[src/rtl/fc_argmax_ctrl.sv]
// Streaming argmax over one frame of LAYER_SIZE signed class scores with a ready/valid result.
// Define FC_ARGMAX_VAL_EN to add the out_val port carrying the winning score itself.
module fc_argmax_ctrl #(
    parameter int WORD_SIZE  = 16,
    parameter int LAYER_SIZE = 10,
    localparam int N = $clog2(LAYER_SIZE)
) (
    input  logic                        clk,
    input  logic                        rst,
    input  logic                        start,
    input  logic                        in_valid,
    input  logic signed [WORD_SIZE-1:0] in_data,
    output logic                        in_ready,
    output logic                        out_valid,
    input  logic                        out_ready,
    output logic [N-1:0]                out_idx,
    output logic                        busy
`ifdef FC_ARGMAX_VAL_EN
    ,
    output logic signed [WORD_SIZE-1:0] out_val
`endif
);

    typedef enum logic [1:0] {
        IDLE    = 2'd0,
        COLLECT = 2'd1,
        DONE    = 2'd2
    } state_t;

    localparam logic [N-1:0] LAST_IDX = N'(LAYER_SIZE - 1);
    localparam logic [N-1:0] ONE_IDX  = N'(1);

    state_t                      state_r;
    state_t                      state_nxt_s;
    logic [N-1:0]                count_r;
    logic [N-1:0]                max_idx_r;
    logic signed [WORD_SIZE-1:0] max_val_r;
    logic                        in_ready_r;
    logic                        out_valid_r;
    logic                        busy_r;
    logic                        accept_s;
    logic                        take_s;

    // Next-state decode plus score-acceptance and max-replacement qualifiers.
    always_comb begin
        state_nxt_s = state_r;
        accept_s    = 1'b0;
        take_s      = 1'b0;
        case (state_r)
            IDLE: begin
                if (start) begin
                    state_nxt_s = COLLECT;
                end else begin
                    state_nxt_s = IDLE;
                end
            end
            COLLECT: begin
                accept_s = in_valid;
                // Strict compare keeps the earliest index on a tie.
                if ((count_r == {N{1'b0}}) || (in_data > max_val_r)) begin
                    take_s = in_valid;
                end else begin
                    take_s = 1'b0;
                end
                if (in_valid && (count_r == LAST_IDX)) begin
                    state_nxt_s = DONE;
                end else begin
                    state_nxt_s = COLLECT;
                end
            end
            DONE: begin
                if (out_ready) begin
                    state_nxt_s = IDLE;
                end else begin
                    state_nxt_s = DONE;
                end
            end
            default: begin
                state_nxt_s = IDLE;
            end
        endcase
    end

    // State, frame counter, running maximum and registered handshake outputs.
    always_ff @(posedge clk) begin
        if (rst) begin
            state_r     <= IDLE;
            count_r     <= {N{1'b0}};
            max_idx_r   <= {N{1'b0}};
            max_val_r   <= {WORD_SIZE{1'b0}};
            in_ready_r  <= 1'b0;
            out_valid_r <= 1'b0;
            busy_r      <= 1'b0;
        end else begin
            state_r     <= state_nxt_s;
            in_ready_r  <= (state_nxt_s == COLLECT);
            out_valid_r <= (state_nxt_s == DONE);
            busy_r      <= (state_nxt_s != IDLE);
            if ((state_r == IDLE) && start) begin
                count_r <= {N{1'b0}};
            end else if (accept_s) begin
                count_r <= (count_r == LAST_IDX) ? {N{1'b0}} : (count_r + ONE_IDX);
            end else begin
                count_r <= count_r;
            end
            if (take_s) begin
                max_val_r <= in_data;
                max_idx_r <= count_r;
            end else begin
                max_val_r <= max_val_r;
                max_idx_r <= max_idx_r;
            end
        end
    end

    assign in_ready  = in_ready_r;
    assign out_valid = out_valid_r;
    assign busy      = busy_r;
    assign out_idx   = max_idx_r;
`ifdef FC_ARGMAX_VAL_EN
    assign out_val   = max_val_r;
`endif

endmodule

[config.mk]
export PLATFORM = sky130hd
export DESIGN_NAME = fc_argmax_ctrl
export DESIGN_NICKNAME = d
export VERILOG_FILES = /design/src/rtl/fc_argmax_ctrl.sv
export SDC_FILE = /design/constraint.sdc
export NUM_CORES = 1
export LEC_CHECK = 0
export CAP_MARGIN = 5
export CORE_MARGIN = 5
export CORE_UTILIZATION = 48
export DETAILED_ROUTE_END_ITERATION = 10
export PLACE_DENSITY_LB_ADDON = 0.2
export SLEW_MARGIN = 20
export SYNTH_ARGS = -nofsm -noshare
export SYNTH_HDL_FRONTEND = slang
export SYNTH_SLANG_ARGS = --single-unit
[constraint.sdc]
create_clock -name clk -period 2 [get_ports clk]
set_input_delay 0.4 -clock clk [delete_from_list [all_inputs] [get_ports clk]]
set_output_delay 0.4 -clock clk [all_outputs]
set_load 0.005 [all_outputs]
### Word level (Yosys, flattened, before mapping)

Cells that the tools add are included.

| cells by class | value |
|---|---|
| reductions and logical operators | 7 |
| multiplexer cells | 8 |
| equal/unequal tests | 5 |
| add/subtract/negate cells | 1 |
| magnitude comparators | 1 |

Operators by type and width:

| kind | number |
|---|---|
| $gt A16 B16 Y1 | 1 |
| $pmux W2 S3 | 1 |
| $add A4 B1 Y4 const B | 1 |
| $eq A2 B1 Y1 const B | 2 |
| $eq A2 B2 Y1 const B | 2 |
| $eq A4 B4 Y1 const B | 1 |
| $logic_not A4 Y1 | 1 |
| $mux W1 | 4 |
| $mux W2 | 2 |
| $mux W4 | 1 |
| $logic_and A1 B1 Y1 | 2 |
| $logic_not A2 Y1 | 1 |
| $reduce_bool A2 Y1 | 1 |
| $reduce_or A2 Y1 | 1 |
| $logic_or A1 B1 Y1 | 1 |

| word-level totals | value |
|---|---|
| word-level logic and storage cells | 29 |
| register bits after elaboration | 29 |
| output and inout port bits | 7 |
| input bits | 21 |

### Longest topological paths before layout

Gate-level depths: netlist (run 1).

| depth | value |
|---|---|
| depth in word-level cells | 5 |
| depth in mapped cells | 11 |
| gate-level depth less buffers | 9 |

### Worst setup path before layout (run 1)

Ideal clock, no wire load.

| timing path | value |
|---|---|
| kind | input port to flip-flop |
| from | input port in_data[3] |
| to | register max_val_r[0] |
| stages on the path | 9 |
| path slack | -140 ps |
| path buffers | 2 |
| arrival time | 2022 ps |
| library setup time | 118 ps |
| data required time | 1882 ps |
| cell sequence | ha_1 a21oi_1 o21ai_1 a2111oi_4 nand4_1 and4b_1 buf_6 buf_12 mux2i_1 |

| on the way | value |
|---|---|
| cells in the longest elaborated chain, start to end | 4 |

RTL lines:

| what | line | RTL |
|---|---|---|
| start, declared | 12 | `input logic signed [WORD_SIZE-1:0] in_data,` |
| $gt A16 B16 Y1 | 60 | `if ((count_r == {N{1'b0}}) \|\| (in_data > max_val_r)) begin` |
| $logic_or A1 B1 Y1 | 60 |  |
| $mux W1 | 60 |  |
| $mux W1 | 49 | `case (state_r)` |
| end signal, assigned | 90 | `max_val_r <= {WORD_SIZE{1'b0}};` |
| end signal, assigned | 107 | `max_val_r <= in_data;` |
| end signal, assigned | 110 | `max_val_r <= max_val_r;` |
| end, declared | 37 | `logic signed [WORD_SIZE-1:0] max_val_r;` |

No other way between the ends.
A chain may end at the register's enable or synchronous reset.

### Worst setup path in the final report (run 1)

| timing path | value |
|---|---|
| from | register max_val_r[3] |
| to | register max_val_r[15] |

| on the way | value |
|---|---|
| cells in the longest elaborated chain, start to end | 4 |

RTL lines:

| what | line |
|---|---|
| $gt A16 B16 Y1 | 60 |
| $logic_or A1 B1 Y1 | 60 |
| $mux W1 | 60 |
| $mux W1 | 49 |

No other way between the ends.

==> results of run 1 <==
where the power goes:
| group | switching [mW] | internal [mW] |
|---|---|---|
| clock network | 0.225 | 0.297 |
| registers | 0.0113 | 0.600 |
| logic | 0.144 | 0.174 |
| total | 0.380 | 1.07 |
final timing paths:
kind,depth (start not counted),slack [ps],end,start
max,9,-140,max_val_r[15],max_val_r[3]
min,2,480,max_val_r[4],max_val_r[4]
max reg2reg,9,-140,max_val_r[15],max_val_r[3]
min reg2reg,2,480,max_val_r[4],max_val_r[4]
cell usage in the layout (no fill, tap or decap), types with 2 or more instances in the layout:
| cell type | n |
|---|---|
| nor3b_1 | 3 |
| a21oi_2 | 4 |
| clkdlybuf4s50_1 | 11 |
| dlygate4sd2_1 | 16 |
| nor2b_1 | 3 |
| nand4_1 | 5 |
| inv_2 | 6 |
| nor3_1 | 3 |
| o21ai_0 | 3 |
| inv_1 | 11 |
| buf_4 | 21 |
| mux2i_1 | 18 |
| dfxtp_1 | 17 |
| a21o_1 | 4 |
| nand2_1 | 4 |
| nand3_2 | 2 |
| clkbuf_4 | 5 |
| ha_4 | 15 |
| a21oi_1 | 4 |
| nand2b_1 | 39 |
| dfxtp_2 | 12 |
| nor2_1 | 8 |
layer usage:
layer | vias up | share of wire
met5 | - | 0
met3 | 11 | 0.041
met1 | 688 | 0.39
met2 | 31 | 0.55
li1 | 729 | -
met4 | 0 | 0.021
sequential cells by signal, indices dropped and copies added, names as in the netlist:
signal,cells
max_val_r,16
count_r,4
out_idx,4
state_r,2
busy,1
in_ready,1
out_valid,1
through the flow:
step | power, mW | instances
finish | 1.45 | 284
global route | 1.52 | 284
CTS | 1.44 | 280
detailed placement | 0.898 | 265
global placement | 0.885 | 265
floorplan | 0.793 | 187
cells by family after synthesis:
family          share of synthesized area
simple gates                        0.268
flops                               0.335
buf+inv                            0.0773
compound gates                     0.0838
mux                                 0.110
fa+ha+maj                           0.116
xor+xnor                           0.0101
worst register-to-register path, delay by kind of cell, from the launching register on:
family	cells	cell delay, ps
AOI/OAI and AO/OA	3	620
adders and majority gates	1	210
buffers and inverters	2	240
DFF	1	330
muxes	1	230
and+or+nand+nor	2	450
what timing repair did:
item,4_1_cts,5_1_grt
pin swaps,16,2
hold buffers,0,0
gates resized for setup,45,6
setup buffers,6,4
endpoints found under the setup margin,20,20
cloned,1,0
layout make-up:
| class | instances | area [µm²] |
|---|---|---|
| Multi-Input combinational cell | 133 | 1280 |
| Fill cell | 254 | 868 |
| Sequential cell | 29 | 596 |
| Timing Repair Buffer | 51 | 464 |
| Inverter | 17 | 63.8 |
| Tap cell | 46 | 57.6 |
| Clock buffer | 6 | 51.3 |
| Clock inverter | 2 | 37.5 |
==> results.sh, run 1 <==
export IMPL_status="finished with violations"
export IMPL_violations="negative setup slack"
export IMPL_initial_core_util=0.507
export IMPL_min_period_ps=2140
export IMPL_core_mm2=0.00342
export IMPL_die_area_mm2=0.00491
export IMPL_async_reset_ff_frac=0
export IMPL_synth_most_common_cell="nand2b_1"
export IMPL_drive_gt1_frac=0.345
export IMPL_syn_nets=224
export IMPL_layout_nets=274
export IMPL_cp_cell_sequence="inv_1 > ha_4 > a21oi_2 > o21ai_2 > a2111oi_4 > nor3b_1 > and4b_2 > buf_12 > mux2i_2"
export IMPL_cp_top_family="compound AO/OA/AOI/OAI gates"
export IMPL_timing_hold_ws_ps=475
export IMPL_wl_um=4110
export IMPL_cts_tree="done"
export IMPL_hold_viol=0
export IMPL_p_per_area_mw_per_mm2=569
export IMPL_setup_tns_ps=-1970
export IMPL_grt_pass1_vias=1492
export IMPL_fin_crit_sh=1.07
export IMPL_cp_arrival_ps=2410
export IMPL_synthDistinctLibCells=33
export IMPL_drtIter0Drc=68
export IMPL_grt_total_usage=0.181
export IMPL_dp_slack_ps=-813
export IMPL_syn_area_mm2=0.00173
export IMPL_final_core_util=0.746
export IMPL_p_leak_nw=0.967
export IMPL_worst_pin_slew_ps=311
export IMPL_grt_pass1_wl_um=6980
export IMPL_timing_fmax_mhz=467
export IMPL_yosys_warnings=0
export IMPL_grt_busiest_layer="met2"
export IMPL_antenna_left=0
export IMPL_cts_path_max_buffers=2
export IMPL_required_ps=2270
export IMPL_io_pins=28
export IMPL_critical_path_max_stage_delay_ps=400
export IMPL_synth_common_cells="nand2b_1 (39), dfxtp_1 (29), mux2i_1 (19), inv_1 (17), ha_1 (16)"
export IMPL_netlist_top_cells_area="dfxtp_1 (34%), nand2b_1 (14%), ha_1 (12%), mux2i_1 (11%), inv_1 (3.7%)"
export IMPL_vias=1459
export IMPL_finalClockSkew_ps=11.4
export IMPL_ys_seq_elements=29
export IMPL_yosysTopAreaCell="dfxtp_1"
export IMPL_critical_path_buf_inv_count=2
export IMPL_ir_worst_vdd_v=0.000385
export IMPL_cp_slowest_cell="a2111oi_4"
export IMPL_critPathLaunchType="flop"
export IMPL_holdCritPathClass="flop to flop"
export IMPL_drc=0
export IMPL_vias_per_cell=5.14
export IMPL_crit_fanout=8
export IMPL_place_hpwl_um=2850
export IMPL_wire_per_inst_um=14.5
export IMPL_grtUsageMet3=0.0574
export IMPL_rows=21
export IMPL_endpoint_kind="flop"
export IMPL_maxCapViolations=0
export IMPL_place_area_mm2=0.00228
export IMPL_maxSlewHeadroom=0.792
export IMPL_cts_buffers=5
export IMPL_insertedDiodeCount=0
export IMPL_synth_edf_count=0
export IMPL_stdcell_area_mm2=0.00255
export IMPL_yosysTopAreaCellShare=0.335
export IMPL_path_class="flop to flop"
export IMPL_use_met1=0.186
export IMPL_grt_max_degree=27
export IMPL_syn_area_per_cell_um2=9.26
export IMPL_gp_congestion=0.791
export IMPL_synth_cells=187
export IMPL_ys_flop_type="dfxtp_1"
export IMPL_drt_pass1_iter_count=4
export IMPL_slew_viol_final=0
export IMPL_portBuffers=27
export IMPL_h_tree_depth=2
export IMPL_root_buffer="clkbuf_4"
export IMPL_grt_antenna_before_repair=0
export IMPL_area_delta_synth_final_pct=47.1
export IMPL_clk_pin_slew_worst_paths_ps=100
export IMPL_overflow=0
export IMPL_clkLatencyLatePin_ps=340
export IMPL_finalSetupViolations=20
export IMPL_die_w_um=70.1
export IMPL_ys_seq_area_frac=0.335
export IMPL_cts_sinks=29
export IMPL_use_met2=0.334
export IMPL_die_h_um=70.1
export IMPL_grt_setup_unrepaired="true"
export IMPL_setup_ws_ps=-142
(Power assumes the default switching activity.)
==> run 2, diff against run 1 <==
REMOVE_ABC_BUFFERS = 1   (was unset)
==> run 2 against run 1 <==
Net effect:
- the flow still finishes with violations (negative setup slack)
- final area shrank 2.1%
- sequential share of layout area grew 0.35 points
- count of clock-buffer cells in the layout is 1 higher
- fmax down 5.0%
- global-route usage shrank 1.2 points
- critical path depth stayed put
- die area unchanged
- total power is 1.1% lower
- hold slack lost 65 ps
- clock power shrank 3%
- largest cell class unchanged
- largest power group unchanged
- highest routed layer unchanged
==> results.sh, run 2 (synthesis results as in run 1) <==
export IMPL_status="finished with violations"
export IMPL_violations="negative setup slack"
export IMPL_die_area_mm2=0.00491
export IMPL_critical_path_max_stage_delay_ps=420
export IMPL_slew_viol_final=0
export IMPL_cts_hold_buf=0
export IMPL_grt_total_usage=0.169
export IMPL_rows=21
export IMPL_setup_ws_ps=-254
export IMPL_drt_pass1_iter_count=4
export IMPL_initial_core_util=0.507
export IMPL_insertedDiodeCount=0
export IMPL_dp_slack_ps=-783
export IMPL_grt_max_degree=28
export IMPL_area_delta_synth_final_pct=44.0
export IMPL_worst_pin_slew_ps=339
export IMPL_cp_slowest_cell="a2111oi_4"
export IMPL_die_w_um=70.1
export IMPL_path_class="flop to flop"
export IMPL_finalClockSkew_ps=11.8
export IMPL_portBuffers=27
export IMPL_place_hpwl_um=2760
export IMPL_layout_nets=273
export IMPL_die_h_um=70.1
export IMPL_p_leak_nw=0.956
export IMPL_min_from="in_data[0]"
export IMPL_finalSetupViolations=20
export IMPL_whs_endpoint="max_val_r[0]"
export IMPL_wl_um=4200
export IMPL_timing_fmax_mhz=444
export IMPL_clk_pin_slew_worst_paths_ps=100
export IMPL_cts_buffers=5
export IMPL_holdCritPathClass="input pin to flop"
export IMPL_clkLatencyLatePin_ps=330
export IMPL_overflow=0
export IMPL_grt_pass1_vias=1568
export IMPL_cp_cell_sequence="inv_1 > ha_4 > a21oi_2 > o21ai_2 > a2111oi_4 > nor3b_1 > and4b_2 > buf_6 > mux2i_1"
export IMPL_largest_register="max_val_r"
export IMPL_vias=1456
export IMPL_r2r_slack_ps=-250
export IMPL_grt_setup_unrepaired="true"
export IMPL_cts_tree="done"
export IMPL_maxCapViolations=0
export IMPL_rr_worst_depth=9
export IMPL_p_per_area_mw_per_mm2=575
export IMPL_drive_gt1_frac=0.316
export IMPL_fin_crit_sh=1.13
export IMPL_vias_per_cell=5.14
export IMPL_place_area_mm2=0.00210
export IMPL_stdcell_area_mm2=0.00249
export IMPL_grt_antenna_before_repair=0
export IMPL_maxSlewHeadroom=0.774
export IMPL_drtIter0Drc=37
export IMPL_cts_sinks=29
export IMPL_cp_arrival_ps=2500
export IMPL_reg2reg_to="max_val_r[10]"
export IMPL_drc=0
export IMPL_cts_path_max_buffers=2
export IMPL_required_ps=2250
export IMPL_grt_pass1_wl_um=6780
export IMPL_gp_congestion=0.840
export IMPL_final_common_cell="nand2b_1"
export IMPL_antenna_left=0
export IMPL_root_buffer="clkbuf_4"
export IMPL_h_tree_depth=2
export IMPL_most_common_layout_cells="nand2b_1 (39), dfxtp_1 (20), buf_4 (20)"
export IMPL_endpoint_kind="flop"
export IMPL_wire_per_inst_um=14.8
export IMPL_crit_fanout=6
export IMPL_ir_worst_vdd_v=0.000407
export IMPL_core_mm2=0.00342
export IMPL_largest_reg_flops=16
export IMPL_r2r_start="max_val_r[3]"
export IMPL_io_pins=28
export IMPL_hold_depth=3
export IMPL_critPathLaunchType="flop"
export IMPL_hold_viol=0
export IMPL_min_period_ps=2250
run 2: changes by cell type in the layout (fill, tap and decap cells not counted), sizes merged:
cell	before	now
clkinvlp	1	0
dlygate4sd2	16	15
dlymetal6s2s	0	1
run 2: worst max-delay path: cells and delay by family (launching register included):
family                   cells  cell delay, ps
adder cells (fa/ha/maj)      1             250
flip-flops                   1             340
AND/OR/NAND/NOR              2             450
buffers and inverters        2             230
AO/OA/AOI/OAI                3             680
multiplexers                 1             220
run 2: final cells by class:
class / count / area [µm²]
Clock buffer: 7 / 55.1
Clock inverter: 1 / 30.0
Fill cell: 266 / 922
Inverter: 17 / 63.8
Multi-Input combinational cell: 133 / 1250
Sequential cell: 29 / 592
Tap cell: 46 / 57.6
Timing Repair Buffer: 50 / 442
run 2: worst max-delay path by stage:
stage                          endpoint  slack (ps)  cells after the start    startpoint
after CTS                    out_idx[2]        -190                     10  max_val_r[9]
after detailed placement     out_idx[2]        -780                      9    in_data[3]
after global routing      max_val_r[10]        -300                      9  max_val_r[3]
final                     max_val_r[10]        -250                      9  max_val_r[3]
after floorplan            max_val_r[0]        -580                      7    in_data[3]
after global placement       out_idx[1]        -660                      9    in_data[3]
run 2: power by group:
part           internal [mW]  total (mW)  switching (mW)
Combinational          0.170       0.314           0.145
Clock                  0.298       0.508           0.210
Sequential             0.599       0.611          0.0122
Total                   1.07        1.43           0.366
run 2: layer usage:
metal	track usage	part of all wire	wire [µm]
met4	0.0681	0.017	73
met3	0.0473	0.040	166
met1	0.191	0.40	1690
met2	0.298	0.54	2270
met5	0	0	0
run 2: what timing repair did:
action                                  CTS  global route
gates resized for setup                  53             9
endpoints found under the setup margin   20            20
pin swaps                                20            11
buffers inserted                          7             1
run 2: metrics by stage:
stage	hold WS [ps]	instances	setup TNS (ps)	power (mW)	util
6_report	411	283	-3980	1.43	0.730
5_1_grt	423	283	-5510	1.50	0.730
4_1_cts	484	282	-2950	1.42	0.715
3_5_place_dp	468	267	-14930	0.857	0.615
3_3_place_gp	458	267	-12740	0.845	0.615
2_1_floorplan	448	179	-11680	0.746	-
==> run 3, diff against run 2 <==
GPL_TIMING_DRIVEN = 1   (was unset)
==> results of run 3 <==
No change in the layout: final DEF, timing and power equal those of run 2.
